**config.mk**
```make
export PLATFORM = sky130hd
export DESIGN_NAME = voxel_mm_burst_reader
export DESIGN_NICKNAME = d
export VERILOG_FILES = /design/src/rtl/voxel_mm_pkg.sv /design/src/rtl/voxel_rd_fifo.sv /design/src/rtl/voxel_mm_burst_reader.sv
export SDC_FILE = /design/constraint.sdc
export NUM_CORES = 1
export LEC_CHECK = 0
export CORE_UTILIZATION = 35
export DETAILED_ROUTE_END_ITERATION = 6
export DONT_BUFFER_PORTS = 1
export MAX_ROUTING_LAYER = met4
export PLACE_DENSITY = 0.57
export SYNTH_ARGS = -nofsm -noshare
export SYNTH_HDL_FRONTEND = slang
export SYNTH_SLANG_ARGS = --single-unit
```
**constraint.sdc**
```tcl
create_clock -name clk -period 4.9 [get_ports clk]
set_input_delay 0.49 -clock clk [delete_from_list [all_inputs] [get_ports clk]]
set_output_delay 0.49 -clock clk [all_outputs]
set_load 0.02 [all_outputs]
```
**src/rtl/voxel_mm_pkg.sv**
```systemverilog
// Shared definitions for the voxel Avalon-MM burst reader.
//  - default address/data widths of the on-chip RAM slave
//  - FSM state encoding
//  - crd_w(): width needed to hold a credit/occupancy count 0..depth
package voxel_mm_pkg;

  localparam int VOX_ADDR_W = 10;
  localparam int VOX_DATA_W = 32;

  typedef enum logic [1:0] {
    ST_IDLE  = 2'd0,
    ST_ISSUE = 2'd1,
    ST_DRAIN = 2'd2,
    ST_DONE  = 2'd3
  } state_e;

  function automatic int crd_w(input int depth);
    return $clog2(depth + 1);
  endfunction

endpackage

```
**src/rtl/voxel_rd_fifo.sv**
```systemverilog
// First-word-fall-through FIFO buffering read data ahead of the stream port.
// Ports:
//  clk, reset_n        clock, async active-low reset
//  push, push_data     write side; accepted when not full or when popping
//  pop, pop_data       read side; pop_data is the head whenever empty=0
//  count, full, empty  occupancy status
module voxel_rd_fifo #(
  parameter  int DATA_W = 32,
  parameter  int DEPTH  = 8,
  localparam int PTR_W  = $clog2(DEPTH),
  localparam int CNT_W  = $clog2(DEPTH + 1)
) (
  input  logic              clk,
  input  logic              reset_n,
  input  logic              push,
  input  logic [DATA_W-1:0] push_data,
  input  logic              pop,
  output logic [DATA_W-1:0] pop_data,
  output logic [CNT_W-1:0]  count,
  output logic              full,
  output logic              empty
);

  logic [DATA_W-1:0] mem_q [DEPTH];
  logic [PTR_W-1:0]  wr_ptr_q, wr_ptr_d, rd_ptr_q, rd_ptr_d;
  logic [CNT_W-1:0]  count_q, count_d;
  logic              push_ok, pop_ok;

  assign full     = (count_q == CNT_W'(DEPTH));
  assign empty    = (count_q == '0);
  assign count    = count_q;
  assign pop_data = mem_q[rd_ptr_q];

  always_comb begin
    pop_ok   = pop & ~empty;
    // a full FIFO still takes a word when the head leaves in the same cycle
    push_ok  = push & (~full | pop_ok);
    wr_ptr_d = wr_ptr_q + PTR_W'(push_ok);
    rd_ptr_d = rd_ptr_q + PTR_W'(pop_ok);
    count_d  = count_q + CNT_W'(push_ok) - CNT_W'(pop_ok);
  end

  always_ff @(posedge clk or negedge reset_n) begin
    if (!reset_n) begin
      wr_ptr_q <= '0;
      rd_ptr_q <= '0;
      count_q  <= '0;
    end else begin
      wr_ptr_q <= wr_ptr_d;
      rd_ptr_q <= rd_ptr_d;
      count_q  <= count_d;
    end
  end

  // storage needs no reset; count_q decides what is valid
  always_ff @(posedge clk) begin
    if (push_ok) mem_q[wr_ptr_q] <= push_data;
  end

endmodule

```
**src/rtl/voxel_mm_burst_reader.sv**
```systemverilog
// Avalon-MM read master that streams word_count consecutive words starting at
// base_addr out of an on-chip RAM onto an Avalon-ST source with sop/eop framing.
// Ports:
//  clk, reset_n                       clock, async active-low reset
//  start, base_addr, word_count       job request (taken only while busy=0)
//  busy, done                         job status; done is a 1-cycle pulse
//  avm_*                              Avalon-MM read master
//  st_data/valid/ready/sop/eop        Avalon-ST source, readyLatency 0
module voxel_mm_burst_reader
  import voxel_mm_pkg::*;
#(
  parameter int ADDR_W     = VOX_ADDR_W,
  parameter int DATA_W     = VOX_DATA_W,
  parameter int CNT_W      = 11,
  parameter int FIFO_DEPTH = 8
) (
  input  logic                clk,
  input  logic                reset_n,
  input  logic                start,
  input  logic [ADDR_W-1:0]   base_addr,
  input  logic [CNT_W-1:0]    word_count,
  output logic                busy,
  output logic                done,
  output logic [ADDR_W-1:0]   avm_address,
  output logic                avm_read,
  output logic [DATA_W/8-1:0] avm_byteenable,
  input  logic                avm_waitrequest,
  input  logic [DATA_W-1:0]   avm_readdata,
  input  logic                avm_readdatavalid,
  output logic [DATA_W-1:0]   st_data,
  output logic                st_valid,
  input  logic                st_ready,
  output logic                st_sop,
  output logic                st_eop
);

  localparam int CRD_W = crd_w(FIFO_DEPTH);

  state_e            state_q, state_d;
  logic [ADDR_W-1:0] addr_q, addr_d;
  logic [CNT_W-1:0]  cnt_q, cnt_d;
  logic [CNT_W-1:0]  issued_q, issued_d;
  logic [CNT_W-1:0]  words_out_q, words_out_d;
  logic [CRD_W-1:0]  pending_q, pending_d;
  logic              read_q, read_d;
  logic              busy_q, busy_d;
  logic              done_q, done_d;

  logic [CRD_W-1:0]  fifo_count, fcnt_nxt;
  logic [CRD_W+1:0]  credit_sum;
  logic              fifo_full, fifo_empty;
  logic              accept, push, pop, credit_ok;

  assign avm_address    = addr_q;
  assign avm_read       = read_q;
  assign avm_byteenable = '1;
  assign busy           = busy_q;
  assign done           = done_q;

  assign st_valid = ~fifo_empty;
  // framing comes from words_out_q, which only moves on a pop, so it is
  // stable while the sink stalls
  assign st_sop   = st_valid & (words_out_q == '0);
  assign st_eop   = st_valid & (words_out_q == cnt_q - CNT_W'(1));

  assign accept = read_q & ~avm_waitrequest;
  // late read data after an abort lands while IDLE and is dropped
  assign push   = avm_readdatavalid & (state_q != ST_IDLE);
  assign pop    = st_valid & st_ready;

  voxel_rd_fifo #(
    .DATA_W (DATA_W),
    .DEPTH  (FIFO_DEPTH)
  ) u_fifo (
    .clk       (clk),
    .reset_n   (reset_n),
    .push      (push),
    .push_data (avm_readdata),
    .pop       (pop),
    .pop_data  (st_data),
    .count     (fifo_count),
    .full      (fifo_full),
    .empty     (fifo_empty)
  );

  always_comb begin
    state_d     = state_q;
    addr_d      = addr_q;
    cnt_d       = cnt_q;
    issued_d    = issued_q;
    words_out_d = words_out_q + CNT_W'(pop);
    pending_d   = pending_q + CRD_W'(accept) - CRD_W'(push);
    read_d      = read_q;

    if (accept) begin
      addr_d   = addr_q + ADDR_W'(1);
      issued_d = issued_q + CNT_W'(1);
    end

    // Credit is judged on next-cycle occupancy: words in flight plus words
    // buffered plus the request about to be raised must fit the FIFO, so
    // every returned word is guaranteed a slot.
    fcnt_nxt   = fifo_count + CRD_W'(push) - CRD_W'(pop);
    credit_sum = {2'b00, pending_d} + {2'b00, fcnt_nxt} + (CRD_W+2)'(1);
    credit_ok  = (credit_sum <= (CRD_W+2)'(FIFO_DEPTH)) & ~(fifo_full & ~pop);

    unique case (state_q)
      ST_IDLE: begin
        if (start) begin
          addr_d      = base_addr;
          cnt_d       = word_count;
          issued_d    = '0;
          words_out_d = '0;
          if (word_count == '0) begin
            state_d = ST_DONE;
          end else begin
            state_d = ST_ISSUE;
            read_d  = 1'b1;  // FIFO empty and nothing pending: credit is free
          end
        end
      end
      ST_ISSUE: begin
        if (accept && issued_q == cnt_q - CNT_W'(1)) begin
          state_d = ST_DRAIN;
          read_d  = 1'b0;
        end else if (!(read_q && !accept)) begin
          // a stalled request stays up untouched; otherwise re-arm on credit
          read_d = credit_ok;
        end
      end
      ST_DRAIN: begin
        if (pop && st_eop) state_d = ST_DONE;
      end
      ST_DONE: begin
        state_d = ST_IDLE;
      end
      default: state_d = ST_IDLE;
    endcase

    busy_d = (state_d != ST_IDLE);
    done_d = (state_d == ST_DONE);
  end

  always_ff @(posedge clk or negedge reset_n) begin
    if (!reset_n) begin
      state_q     <= ST_IDLE;
      addr_q      <= '0;
      cnt_q       <= '0;
      issued_q    <= '0;
      words_out_q <= '0;
      pending_q   <= '0;
      read_q      <= 1'b0;
      busy_q      <= 1'b0;
      done_q      <= 1'b0;
    end else begin
      state_q     <= state_d;
      addr_q      <= addr_d;
      cnt_q       <= cnt_d;
      issued_q    <= issued_d;
      words_out_q <= words_out_d;
      pending_q   <= pending_d;
      read_q      <= read_d;
      busy_q      <= busy_d;
      done_q      <= done_d;
    end
  end

endmodule

```
Word level (Yosys, flattened, before mapping)
Memories as Yosys holds them, arrays and structs flattened.
Cells that the tools add are included.
Storage, ports and cells
  output and inout bits: 52
  input bits: 59
  bits in writable memories: 256
  memories kept: 1
  flip-flop bits (word level): 62
  logic and storage cells: 86
Operators by class
  eq/ne operators: 10
  multiplexer cells: 20
  add/subtract/negate cells: 14
  order comparisons: 1
  bitwise operators: 15
  reduce and logical (&&, ||, !) cells: 13
Memory list
  u_fifo.mem_q: words 8, bits a word 32, rd ports 1, clocked after memory_dff 0, write ports 1, RTL line voxel_rd_fifo.sv:24  | logic [DATA_W-1:0] mem_q [DEPTH];
Operators with widths (count)
  two-way mux 11 bit: 5
  two-way mux 10 bit: 3
  == test 11 bit: 2
  zero test 11 bit: 2
  adder 4 x 1 -> 4 bit: 3
  subtractor 4 x 1 -> 4 bit: 3
  adder 11 x 1 -> 11 bit: 1
  adder 11 x 1 -> 11 bit (second input constant): 1
  subtractor 11 x 1 -> 11 bit (second input constant): 1
  adder 10 x 1 -> 10 bit (second input constant): 1
  AND 1 bit: 9
  two-way mux 2 bit: 4
  case mux 2 bit (4 select lines): 1
  adder 3 x 1 -> 3 bit: 2
  adder 5 x 1 -> 6 bit (second input constant): 1
  == test 2 bit (second input constant): 3
  <= comparator 6 x 4 -> 1 bit (second input constant): 1
  two-way mux 1 bit: 6
  nonzero test 2 bit: 3
  adder 4 x 4 -> 5 bit: 1
  NOT 1 bit: 5
  == test 4 bit (second input constant): 1
  zero test 4 bit: 1
  inequality test 2 bit (second input constant): 2
  9 further kinds: 11

Logic depth before layout (Yosys ltp)
  depth after elaboration: 11
  mapped depth: 16
  gate-level depth less buffers: 15

Hierarchy
A second synthesis with hierarchy kept.
Second synthesis, totals
  cells, all modules: 783
  area, all modules: 13795.7 µm²
Modules (own cells, without submodules)
  voxel_rd_fifo: seq. area each 7937.6 µm², times used 1, area each 10353.7 µm², cells each 421
  voxel_mm_burst_reader: seq. area each 1301.2 µm², times used 1, area each 3442.1 µm², cells each 362

Worst setup path after synthesis
OpenSTA, ideal clock, no wires.
  kind: flip-flop to flip-flop
  from: register u_fifo.count_q[2], in the netlist u_fifo.count[2]
  to: memory u_fifo.mem_q[1][0] (enable)
  setup time: 0.461 ns
  buffers on the path: 0
  path slack: 1.094 ns
  cell stages (with the launch flop): 7
  arrival time: 3.345 ns
  period minus slack after synthesis: 3.806 ns
  required time: 4.439 ns
  cells stage by stage: dfrtp_1 > inv_1 > ha_1 > nand2b_1 > a31oi_1 > nand2_1 > nor3_1
Between the ends
  longest elaborated chain between the ends: 8
  elaborated cells between the ends (all ways): 10
  those cells by class: 1 x eq/ne; 2 x mux; 6 x bitwise; 1 x reduce/logical
RTL lines
  from (decl): RTL line voxel_rd_fifo.sv:26  | logic [CNT_W-1:0] count_q, count_d;
  from (signal assigned): RTL line voxel_rd_fifo.sv:51  | count_q <= count_d;
  zero test 4 bit: RTL line voxel_rd_fifo.sv:30  | assign empty = (count_q == '0);
  NOT 1 bit: RTL line voxel_rd_fifo.sv:35, voxel_mm_burst_reader.sv:60
  AND 1 bit: RTL line voxel_mm_burst_reader.sv:69  | assign pop = st_valid & st_ready;
  AND 1 bit: RTL line voxel_rd_fifo.sv:35  | pop_ok = pop & ~empty;
  OR 1 bit *: RTL line voxel_rd_fifo.sv:37  | push_ok = push & (~full | pop_ok);
  AND 1 bit *: RTL line voxel_rd_fifo.sv:37
  two-way mux 1 bit *: RTL line voxel_rd_fifo.sv:57  | if (push_ok) mem_q[wr_ptr_q] <= push_data;
  two-way mux 1 bit (implied by the code) *: RTL line voxel_rd_fifo.sv:57
  to (decl): RTL line voxel_rd_fifo.sv:24
Every way passes the cells marked *; elsewhere a longest branch is shown, timed or not.

Worst setup path in the final report
  from: register u_fifo.count_q[2], in the netlist u_fifo.count[2]
  to: register read_q, in the netlist avm_read
Between the ends
  longest elaborated chain between the ends: 11
  elaborated cells between the ends (all ways): 16
  those cells by class: 4 x add/sub; 1 x order compare; 1 x eq/ne; 3 x mux; 6 x bitwise; 1 x reduce/logical
RTL lines
  zero test 4 bit *: RTL line voxel_rd_fifo.sv:30
  NOT 1 bit *: RTL line voxel_mm_burst_reader.sv:60  | assign st_valid = ~fifo_empty;
  net st_valid: RTL line voxel_mm_burst_reader.sv:31  | output logic st_valid,
  AND 1 bit *: RTL line voxel_mm_burst_reader.sv:69
  subtractor 4 x 1 -> 4 bit: RTL line voxel_mm_burst_reader.sv:103  | fcnt_nxt = fifo_count + CRD_W'(push) - CRD_W'(pop);
  adder 4 x 4 -> 5 bit: RTL line voxel_mm_burst_reader.sv:104  | credit_sum = {2'b00, pending_d} + {2'b00, fcnt_nxt} + (CRD_W+2)'(1);
  adder 5 x 1 -> 6 bit: RTL line voxel_mm_burst_reader.sv:104
  <= comparator 6 x 4 -> 1 bit: RTL line voxel_mm_burst_reader.sv:105  | credit_ok = (credit_sum <= (CRD_W+2)'(FIFO_DEPTH)) & ~(fifo_full & ~pop);
  AND 1 bit *: RTL line voxel_mm_burst_reader.sv:105
  two-way mux 1 bit *: RTL line voxel_mm_burst_reader.sv:126  | end else if (!(read_q && !accept)) begin
  two-way mux 1 bit *: RTL line voxel_mm_burst_reader.sv:123  | if (accept && issued_q == cnt_q - CNT_W'(1)) begin
  case mux 1 bit (2 select lines) *: RTL line voxel_mm_burst_reader.sv:107  | unique case (state_q)
  to (signal assigned): RTL line voxel_mm_burst_reader.sv:162  | read_q <= read_d;
  to (decl): RTL line voxel_mm_burst_reader.sv:45  | logic read_q, read_d;
The timed path passes the listed nets; every way through them passes the cells marked *. The select of a mux whose other input is x is not followed.
A chain may end at the register's enable or synchronous reset.

==> out/metrics.cfg <==
[logic_synthesis]
yosysMostFrequentCell=edfxtp_1
synthArstFlopShare_pct=19.5
synthFlopType=edfxtp_1
synth_compound_area_share_pct=2.78
yosys_warnings=0
ys_ff_latch=318
synth_top_area_share_pct=57.2
synthXorXnorAreaFrac_pct=4.04
muxShareOfSynthArea_pct=14.3
synth_top_cell_by_area=edfxtp_1
synth_edf_count=256
yosys.area_share.simple_pct=5.41
synth.top_cells.by_area=edfxtp_1, dfrtp_1, mux4_2
synthTopCellsByCount=edfxtp_1, mux4_2, dfrtp_1, mux2_2, nor2_1
synthCells=777
synth_top_family_by_area=multiplexers
synth_cell_type_count=57
syn-mean-instance-area_um2=17.3
synthAdderAreaFrac_pct=2.85
synth-seq-area-share_pct=68.7
syn_area_um2=13400

[clock_network]
cts_tree=done
root_buffer=clkbuf_16
cts_buffer_depth=3
clk_pin_slew_ns=0.06
cts_sinks=318
cts_buffers=37
h-tree-depth=2
clock_latency_ns=0.55

[worst_setup_path]
critPathMaxFanout=5
start_kind=flip-flop
required_ns=5.36
crit_path_end_kind=flip-flop
cp.arrival_ns=4.48
crit_start=u_fifo.count[2]
reg2reg_depth=15
r2r-start=u_fifo.count[2]
worstSetupPathType=reg -> reg

[worst_hold_path]
min_path_type=in -> reg
whs_path_depth=0
hold_start=avm_readdata[11]

[drt]
drt_iter0_drc=345
routed_wirelength_um=27600
vias_per_cell=4.96
ant_nets=0
routedWlPerCell_um=20.4
num_vias=6713
route.detailed.drc=0
first_pass_iters=4

[pwr]
vdd_drop_max_v=0.000293
p_leak_uw=0.00526
power.density_nw_per_um2=625

[status]
status=completed

[timing]
setup_viol=0
max_freq_mhz=249
relSlewSlack_pct=25.8
whs_ns=0.0323
finalCriticalPeriod_ns=4.01
final.setup.tns_ns=0
drv_slew=0
worst_pin_slew_ns=1.11
hold_viol_final=0
fin_worst_skew_ns=0.0149
setup_ws_ns=0.885
grt_setup_unrepaired=false
timing.final.crit_share_pct=81.9

[finish]
final_layout_size_suffix_gt1_share_pct=22.8
fin_nets=905
area_delta_synth_final_pct=15.3
regArea_um2=9250
n_antenna_cell=0
post-route-util_pct=41.1
multi_input_area_um2=4030
fill_cells=3417

[floorplanning]
core.rowCount=71
num_io_pins=111
dieArea_um2=39200
die_w_um=198
fp.dieH_um=198
core-area_um2=37800
initial_core_util_pct=35.6

[place]
hpwlAfterDp_um=16400
portBuffers=0
gp_congestion=0.744
dp_slack_ns=0.860

[global_routing]
grt_max_degree=63
grt_pass1_wl_um=43200
overflow=0
antenna_found_initial=0
first_global_vias=7204
grt_use_total_pct=15.2

[run]
max_cap_violations=0

[placed cells by master, fill, tap and decap left out, drive strengths merged, types with 2 or more instances in the layout]
cell         instances
mux4                64
edfxtp             256
ha                  25
conb                 4
and2                 2
nor4                10
a2111oi              2
and3                 6
or3                  6
a21oi               11
a31oi                5
nand4                7
nand2b              11
buf                 16
xnor2               33
mux2i                2
dlygate4sd3         20
a21o                 3
nand2               30
or4                  2
clkinv              17
o21ai               20
mux2                41
nor2b                5
clkbuf              45
nor3                 9
nand3               13
inv                 27
dfrtp               62
nor2                34
xor2                29
fa                   3
[final cells by class]
| class | instances | share of cell area [%] |
|---|---|---|
| clock inverter | 19 | 1.07 |
| multi-input combinational | 399 | 26.0 |
| sequential | 318 | 59.6 |
| tap | 511 | 4.12 |
| clock buffer | 45 | 6.29 |
| timing repair buffer | 36 | 2.28 |
| inverter | 26 | 0.629 |
[stage by stage]
step | cell area (um^2) | std cells | total power [uW]
after floorplan | 13500 | 780 | 6440
after global placement | 14100 | 1269 | 7190
after detailed placement | 14100 | 1269 | 7230
after CTS | 15500 | 1354 | 9870
after global routing | 15500 | 1354 | 10300
final | 15500 | 1354 | 9690
[worst max-delay path: stages (launching register included)]
cell	delay [ns]
dfrtp_1	0.36
inv_1	0.10
ha_1	0.17
or3b_2	0.59
and2_1	0.27
ha_1	0.28
inv_1	0.05
ha_1	0.20
fa_1	0.46
ha_1	0.30
nor2b_1	0.14
o21ai_0	0.14
nand2b_1	0.08
maj3_1	0.35
a311o_1	0.28
o221ai_1	0.16
[flip-flops by register name, indices dropped and copies added (netlist names), 4 cells and up]
signal	cells
u_fifo.count	4
pending_q	4
issued_q	11
words_out_q	11
avm_address	10
u_fifo.mem_q	256
cnt_q	11
[path summary, 6_finish.rpt]
| check | to | slack [ns] |
|---|---|---|
| min reg2reg | pending_q[0] | 0.51 |
| max | avm_read | 0.89 |
| max reg2reg | avm_read | 0.89 |
| min | u_fifo.mem_q[0][11] | 0.03 |
| max in group asynchronous | u_fifo.rd_ptr_q[0] | 4.10 |
| min in group asynchronous | words_out_q[2] | 0.47 |
[per-layer routing]
| layer | share of wire (%) | wire length, um | up-vias | global-route usage [%] |
|---|---|---|---|---|
| met5 | 0 | 0 | - | - |
| met4 | 1.8 | 496 | 0 | 3.70 |
| met3 | 5.3 | 1450 | 45 | 4.02 |
| met2 | 49 | 13600 | 141 | 24.9 |
| met1 | 44 | 12000 | 3440 | 18.8 |
| li1 | - | - | 3087 | - |
[timing repair]
item | CTS | global route
resized for setup | 0 | 0
endpoints found under the hold margin | 139 | 0
buffers inserted | 0 | 0
hold buffers | 21 | 0
[report_power, final]
group	leakage (uW)	total, uW	internal, uW	switching, uW
clock	0.000562	2560	1480	1080
combinational	0.00161	3110	1460	1640
sequential	0.00309	4020	3460	566
total	0.00526	9690	6400	3290
[cells by family (layout without fill, tap and decap cells)]
logic type,Yosys count,count (layout)
DFF,318,318
AOI/OAI and AO/OA,55,55
other,1,4
and+or+nand+nor,142,142
buffers and inverters,63,126
xor gates and xnor gates,62,62
adders and majority gates,29,29
muxes,107,107
Note: power is estimated with default switching activity, not from simulation.
